[config.mk]
export PLATFORM = sky130hd
export DESIGN_NAME = turn_move_judge
export DESIGN_NICKNAME = d
export VERILOG_FILES = /design/src/rtl/turn_move_judge.sv
export SDC_FILE = /design/constraint.sdc
export NUM_CORES = 1
export LEC_CHECK = 0
export CORE_ASPECT_RATIO = 1.25
export CORE_MARGIN = 2
export CORE_UTILIZATION = 55
export CTS_BUF_LIST = sky130_fd_sc_hd__clkbuf_16
export CTS_CLUSTER_DIAMETER = 120
export DETAILED_ROUTE_END_ITERATION = 6
export DONT_BUFFER_PORTS = 1
export PLACE_DENSITY = 0.72
export SYNTH_ARGS = -nofsm -noshare
export SYNTH_HDL_FRONTEND = slang
export SYNTH_SLANG_ARGS = --single-unit
[constraint.sdc]
create_clock -name clk -period 4.45 [get_ports clk]
set_clock_uncertainty 0.1 [all_clocks]
set_input_delay 0.89 -clock clk [delete_from_list [all_inputs] [get_ports clk]]
set_output_delay 0.89 -clock clk [all_outputs]
set_load 0.02 [all_outputs]
[src/rtl/turn_move_judge.sv]
// turn_move_judge: card pick, reveal window and match judging for the
// Chicken Cha-Cha-Cha board; advances players and hands turns to next_turn.
module turn_move_judge #(
    parameter int REVEAL_CYCLES = 8,
    parameter int TRACK_LEN     = 24,
    parameter int TURN_TIMEOUT  = 4
) (
    input  logic       clk,
    input  logic       rst,
    input  logic [1:0] N,
    input  logic [1:0] T,
    input  logic       go,
    input  logic [3:0] card_val,
    input  logic [3:0] target_val,
    output logic       statecombo_next_turn,
    output logic       reveal_on,
    output logic       move_ok,
    output logic       win,
    output logic [1:0] winner,
    output logic       turn_err,
    output logic [4:0] pos_cur
);

    typedef enum logic [2:0] {
        IDLE,
        WAIT_GO,
        REVEAL,
        JUDGE,
        ADVANCE,
        PASS,
        WAIT_TURN,
        WIN_ST
    } state_t;

    localparam logic [7:0] REV_LOAD = 8'(REVEAL_CYCLES - 1);
    localparam logic [3:0] TO_LAST  = 4'(TURN_TIMEOUT - 1);
    localparam logic [4:0] TRACK    = 5'(TRACK_LEN);

    state_t     state;
    state_t     state_nxt;

    logic       go_d;
    logic       go_edge;
    logic [2:0] players;
    logic       turn_ok;

    logic [3:0] card_l;
    logic [1:0] turn_l;
    logic [7:0] rcnt;
    logic [3:0] tcnt;
    logic [4:0] pos [4];
    logic [4:0] adv_pos;

    logic       ld_card;
    logic       set_err;
    logic       clr_game;
    logic       adv;
    logic       dec_r;
    logic       clr_t;
    logic       inc_t;
    logic       to_win;

    assign go_edge = go & ~go_d;

    // Player count from the N code; 11 is treated as four players.
    always_comb begin
        players = 3'd4;
        if (N == 2'b00) begin
            players = 3'd2;
        end else if (N == 2'b01) begin
            players = 3'd3;
        end
    end

    assign turn_ok = ({1'b0, T} < players);

    // Next position of the latched player, saturating at the goal tile.
    always_comb begin
        adv_pos = pos[turn_l];
        if (pos[turn_l] < TRACK) begin
            adv_pos = pos[turn_l] + 5'd1;
        end
    end

    assign to_win = (adv_pos == TRACK);

    // State register.
    always_ff @(posedge clk or posedge rst) begin
        if (rst) begin
            state <= IDLE;
        end else begin
            state <= state_nxt;
        end
    end

    // Next-state decode plus the per-state strobes and outputs.
    always_comb begin
        state_nxt            = state;
        ld_card              = 1'b0;
        set_err              = 1'b0;
        clr_game             = 1'b0;
        adv                  = 1'b0;
        dec_r                = 1'b0;
        clr_t                = 1'b0;
        inc_t                = 1'b0;
        statecombo_next_turn = 1'b0;
        reveal_on            = 1'b0;
        move_ok              = 1'b0;
        win                  = 1'b0;
        case (state)
            IDLE: begin
                clr_game = 1'b1;
                if (go_edge) begin
                    state_nxt = WAIT_GO;
                end
            end
            WAIT_GO: begin
                if (go_edge) begin
                    if (turn_ok) begin
                        ld_card   = 1'b1;
                        state_nxt = REVEAL;
                    end else begin
                        set_err = 1'b1;
                    end
                end
            end
            REVEAL: begin
                reveal_on = 1'b1;
                if (rcnt == 8'd0) begin
                    state_nxt = JUDGE;
                end else begin
                    dec_r = 1'b1;
                end
            end
            JUDGE: begin
                if (card_l == target_val) begin
                    state_nxt = ADVANCE;
                end else begin
                    state_nxt = PASS;
                end
            end
            ADVANCE: begin
                move_ok = 1'b1;
                adv     = 1'b1;
                if (to_win) begin
                    state_nxt = WIN_ST;
                end else begin
                    state_nxt = WAIT_GO;
                end
            end
            PASS: begin
                statecombo_next_turn = 1'b1;
                clr_t                = 1'b1;
                state_nxt            = WAIT_TURN;
            end
            WAIT_TURN: begin
                if (T != turn_l) begin
                    state_nxt = WAIT_GO;
                end else if (tcnt == TO_LAST) begin
                    set_err   = 1'b1;
                    state_nxt = WAIT_GO;
                end else begin
                    inc_t = 1'b1;
                end
            end
            WIN_ST: begin
                win = 1'b1;
                if (go_edge) begin
                    state_nxt = IDLE;
                end
            end
            default: begin
                state_nxt = IDLE;
            end
        endcase
    end

    // Delayed go for edge detection; tracks go in every state.
    always_ff @(posedge clk or posedge rst) begin
        if (rst) begin
            go_d <= 1'b0;
        end else begin
            go_d <= go;
        end
    end

    // Card and turn captured at the accepting go edge.
    always_ff @(posedge clk or posedge rst) begin
        if (rst) begin
            card_l <= 4'd0;
            turn_l <= 2'd0;
        end else if (ld_card) begin
            card_l <= card_val;
            turn_l <= T;
        end
    end

    // Reveal window down-counter.
    always_ff @(posedge clk or posedge rst) begin
        if (rst) begin
            rcnt <= 8'd0;
        end else if (ld_card) begin
            rcnt <= REV_LOAD;
        end else if (dec_r) begin
            rcnt <= rcnt - 8'd1;
        end
    end

    // Cycles spent waiting for next_turn to change T.
    always_ff @(posedge clk or posedge rst) begin
        if (rst) begin
            tcnt <= 4'd0;
        end else if (clr_t) begin
            tcnt <= 4'd0;
        end else if (inc_t) begin
            tcnt <= tcnt + 4'd1;
        end
    end

    // Player positions: cleared while idle, bumped on a match.
    always_ff @(posedge clk or posedge rst) begin
        if (rst) begin
            for (int i = 0; i < 4; i++) begin
                pos[i] <= 5'd0;
            end
        end else if (clr_game) begin
            for (int i = 0; i < 4; i++) begin
                pos[i] <= 5'd0;
            end
        end else if (adv) begin
            pos[turn_l] <= adv_pos;
        end
    end

    // Sticky turn error, dropped only while idle.
    always_ff @(posedge clk or posedge rst) begin
        if (rst) begin
            turn_err <= 1'b0;
        end else if (clr_game) begin
            turn_err <= 1'b0;
        end else if (set_err) begin
            turn_err <= 1'b1;
        end
    end

    // Winner index captured on the winning advance.
    always_ff @(posedge clk or posedge rst) begin
        if (rst) begin
            winner <= 2'd0;
        end else if (adv && to_win) begin
            winner <= turn_l;
        end
    end

    // Position display for the player whose turn it is.
    always_ff @(posedge clk or posedge rst) begin
        if (rst) begin
            pos_cur <= 5'd0;
        end else begin
            pos_cur <= pos[T];
        end
    end

endmodule

After elaboration in Yosys (flattened, before gate mapping)
Cells that the tools add are included.
{ "totals": {"ramBits": 0, "latch_bits": 0, "romBits": 0, "ff_bits": 50, "output_inout_bits": 12, "input_bits": 15, "wordCells": 101, "n_memories": 0} }
{ "op_classes": {"mux": 48, "mul": 0, "n_reduce_logical": 10, "order_cmp": 5, "eq_ne": 18, "addsub": 3, "n_shift": 0, "n_div": 0, "bitwise_logic": 4} }
{ "ops": {"columns": ["cell", "count"], "rows": [
  ["$mux 20", 2],
  ["$mux 3", 10],
  ["$mux 5", 6],
  ["$pmux 3 s8", 1],
  ["$bmux 5 s2", 2],
  ["$bwmux 20", 1],
  ["$mux 1", 20],
  ["$mux 8", 2],
  ["$eq 3x3->1 const B", 4],
  ["$demux 5 s2", 1],
  ["$ne 2x2->1 const B", 5],
  ["$logic_not 8->1", 1],
  ["$mux 4", 2],
  ["$reduce_bool 2->1", 4],
  ["$sub 8x1->8 const B", 1],
  ["$eq 3x2->1 const B", 2],
  ["$ge 3x3->1 const B", 2],
  ["$not 2->3", 2],
  ["$reduce_and 6->1", 1],
  ["$add 5x1->5 const B", 1],
  ["$eq 5x5->1 const B", 1],
  ["$lt 5x5->1 const B", 1],
  ["$add 4x1->4 const B", 1],
  ["$eq 4x2->1 const B", 1],
  ["other kinds (13)", 14]
]} }

Longest topological paths before layout
{ "depth": {"word_depth": 9, "depth_mapped": 7, "ltp_nobuf": 7} }

Worst setup path after synthesis
No wires, ideal clock.
{ "synth_timing": {"path_type": "input to register", "start": "input T[1]", "end": "register state[2]", "setup_ps": 83, "path_slack_ps": 1945, "arrival_time_ps": 2322, "path_buffers": 1, "required_time_ps": 4267, "cell_stages": 6, "path_cell_list": "clkbuf_1 > xor2_1 > nor4_2 > a311oi_1 > and3_1 > o21ai_0"} }
{ "synth_via": {"elab_chain_cells": 3, "word_cells_on_any_way": 7, "cone_classes": "1 x order compare; 3 x eq/ne; 2 x mux; 1 x reduce/logical"} }
{ "synth_rtl": {"columns": ["element", "line_no", "text"], "rows": [
  ["start: declaration", "11", "input logic [1:0] T,"],
  ["$lt 2x3->1 or $ne 2x2->1 (tied branches)", "75, 157", null],
  ["$ne 2x2->1 (no line), or another cell as far along", null, null],
  ["$reduce_and 6->1 (no line) or $pmux 3 s8 (tied branches)", null, null],
  ["end signal: assignment", "92", "state <= state_nxt;"],
  ["end: declaration", "39", "state_t state;"]
]} }
Parallel ways exist; a longest one is shown, timed or not.
A chain may end at the register's enable or synchronous reset.

Worst setup path after layout
{ "layout_timing": {"start": "register state[2]", "end": "output statecombo_next_turn"} }
{ "layout_via": {"elab_chain_cells": 2} }
{ "layout_rtl": {"columns": ["element", "line_no", "text"], "rows": [
  ["$eq 3x3->1", "110", "case (state)"],
  ["$mux 1", "110", null],
  ["end: declaration", "15", "output logic statecombo_next_turn,"]
]} }
Every way passes these cells.

==> flow_metrics.tcl <==
set metrics [dict create \
    status "finished clean" \
    cts_setup_buffers 0 \
    gp_congestion 0.8855 \
    synth_top_area_share_pct 45.48 \
    postLayoutCoreUtil_pct 61.27 \
    clock_latency_ps 290 \
    finalMaxSlewViolations 0 \
    synth_top_family_by_area "simple AND/OR/NAND/NOR gates" \
    maxCapViolations 0 \
    ctsHoldBuffers 0 \
    fmax_mhz 341.9 \
    antenna_found_initial 0 \
    ys_warn_count 0 \
    synth-main-ff-cell "dfrtp_1" \
    setup_ws_ps 1525 \
    clk_pin_slew_ps 70 \
    clock-sinks 50 \
    drc 0 \
    antenna_left 0 \
    place_inst 309 \
    diodes 0 \
    wire_per_inst_um 17.51 \
    ys_ff_latch 50 \
    cts.path.max_buffers 2 \
    ir_worst_vdd_mv 0.3808 \
    finalHoldViolCount 0 \
    startpoint_type "flop" \
    r2r-end "winner[0]" \
    syn_inst 261 \
    crit_family "flip-flops" \
    portBuffers 0 \
    layoutNonFillerInstCount 317 \
    clock-root-buffer "clkbuf_16" \
    muxShareOfSynthArea_pct 10.19 \
    routed_wl_mm 5.552 \
    grt_usage_pct 22.45 \
    cts_tree "built" \
    cp_max_fo 22 \
    drtPass1Iterations 5 \
    worst-path-stages 2 \
    synth_xor_area_share_pct 6.048 \
    place_ws_ps 1777 \
    r2r-start "turn_l[1]" \
    synth_compound_area_share_pct 13.10 \
    tightest_slew_ps 1009 \
    dpl.hpwl_mm 3.836 \
    synth_nets 280 \
    syn_avg_cell_area_um2 10.54 \
    async_flop_share_pct 100.0 \
    period_minus_slack_ps 2925 \
    rows 28 \
    grt_pass1_vias 1915 \
    drt-initial-drc-count 198 \
    grt_pass1_wl_mm 9.411 \
    tns_ps 0 \
    slew_headroom_pct 32.63 \
    synth_enable_flop_cells 0 \
    worst_ep_arrival_time_ps 1940 \
    yosys.area_share.simple_pct 18.78 \
    htreeDepth 2 \
    synth.top_cells.by_count "dfrtp_1 (50), nand2_1 (46), nor2_1 (17)" \
    core_um2 4765 \
    via_per_inst 6.057 \
    timing.final.crit_share_pct 65.73 \
    gr-total-overflow 0 \
    whs_ps 402.5 \
    synthAdderAreaFrac_pct 1.819 \
    dieArea_um2 5588 \
    finalSetupViolations 0 \
    rsz0062_at_grt "no" \
    drive_above_1_share_pct 14.01 \
    powerDensity_nw_per_um2 692.2 \
    hold_depth 2 \
    synthToLayoutAreaGrowth_pct 6.094 \
    cp.required_ps 3460 \
    ys_types 52 \
    endpoint_kind "primary output" \
    endpoint "statecombo_next_turn" \
    critical_path_buf_inv_count 1 \
    p_leak_nw 1.267 \
    cts.repair.resized 0 \
    critPathMaxStageDelay_ps 780 \
    synthTopCellsByArea "dfrtp_1 (45%), mux4_2 (8.2%), nand2_1 (6.3%)" \
    synth_top_area_cell "dfrtp_1" \
    slowest_stage "dfrtp_1" \
    vias 1920 \
    grt_max_degree 51 \
    dieHeight_um 83.08 \
    synth_most_common_cell "dfrtp_1" \
    r2r_slack_ps 1740 \
    numCtsBuffers 5 \
    worstSetupStartpoint "state[2]" \
    syn_area_um2 2751 \
    path_cells "inv_1, nor2_1" \
    r2r_cells 6 \
    criticalPathCategory "reg -> out" \
    hp-class "reg -> reg" \
    fin_nets 275 \
    die_x_um 67.26 \
    num_io_pins 27 \
    start_util_pct 57.75 \
    yosysSeqAreaShare_pct 45.48 \
]
power by group:
part	total [W]	internal, W	switching (W)
clock network	0.000432	0.000265	0.000167
registers	0.000847	0.000610	0.000237
logic	0.000742	0.000327	0.000415
total	0.00202	0.00120	0.000819
tightest hold or removal path, cell delays in order (launching register included):
cell     delay [ps]
dfrtp_1         360
nand2_1          60
nand2_1          60
routing by layer:
layer  vias up  track usage (%)  part of all wire [%]  routed length [um]
met4         0            7.421                   1.5                  85
met5         -                0                     0                   0
met1       934            27.31                    41                2280
met2        62            38.34                    52                2908
met3         8            5.149                   5.0                 278
li1        916                -                     -                   -
layout make-up:
type	instances	area, um^2
Fill cell	414	1846
Multi-Input combinational cell	188	1374
Sequential cell	50	1251
Clock buffer	5	125.1
Tap cell	60	75.07
Clock inverter	3	45.04
Inverter	9	33.78
Timing Repair Buffer	2	15.01
sequential cells by signal, indices dropped and copies added, names as in the netlist:
| signal | count |
|---|---|
| state | 3 |
| go_d | 1 |
| card_l | 4 |
| rcnt | 8 |
| turn_err | 1 |
| pos | 20 |
| turn_l | 2 |
| winner | 2 |
| pos_cur | 5 |
| tcnt | 4 |
cell usage in the layout, fill, tap and decap left out, types with 2 or more instances in the layout:
cell type / n
dfrtp_1: 50
nand2_1: 46
nor2_1: 17
o21ai_0: 13
xnor2_1: 13
mux4_2: 10
inv_1: 8
a21oi_1: 8
and3_1: 7
xor2_1: 6
clkbuf_16: 5
nor2b_1: 4
a31oi_1: 4
nor4_1: 4
a211oi_1: 4
ha_1: 4
a22o_2: 3
a311oi_1: 3
o221ai_1: 3
mux2_2: 2
nor3b_1: 2
nand3b_1: 2
nand2b_1: 2
o211ai_1: 2
nor3_1: 2
nand4_1: 2
nand3_1: 2
mux2_1: 2
clkinvlp_4: 2
buf_4: 2
through the flow:
| step | total power [W] | instance area (um^2) |
|---|---|---|
| 5_1_grt | 0.002172 | 2919 |
| 3_3_place_gp | 0.001568 | 2749 |
| 4_1_cts | 0.002029 | 2919 |
| 6_report | 0.002021 | 2919 |
| 2_1_floorplan | 0.001460 | 2751 |
| 3_5_place_dp | 0.001585 | 2749 |
how the worst min path moves through the flow:
stage	end	slack (ps)	startpoint
after floorplan	pos[10]	360	pos[10]
after global placement	pos[12]	380	pos[12]
after detailed placement	card_l[0]	390	card_l[0]
after CTS	card_l[0]	410	card_l[0]
after global routing	card_l[0]	430	card_l[0]
final	card_l[1]	400	card_l[1]
cells by family after synthesis:
kind of cell | Yosys count
AOI/OAI and AO/OA | 48
xor gates and xnor gates | 19
adders and majority gates | 4
buffers and inverters | 23
DFF | 50
muxes | 15
and+or+nand+nor | 102
Note: power is estimated with default switching activity, not from simulation.
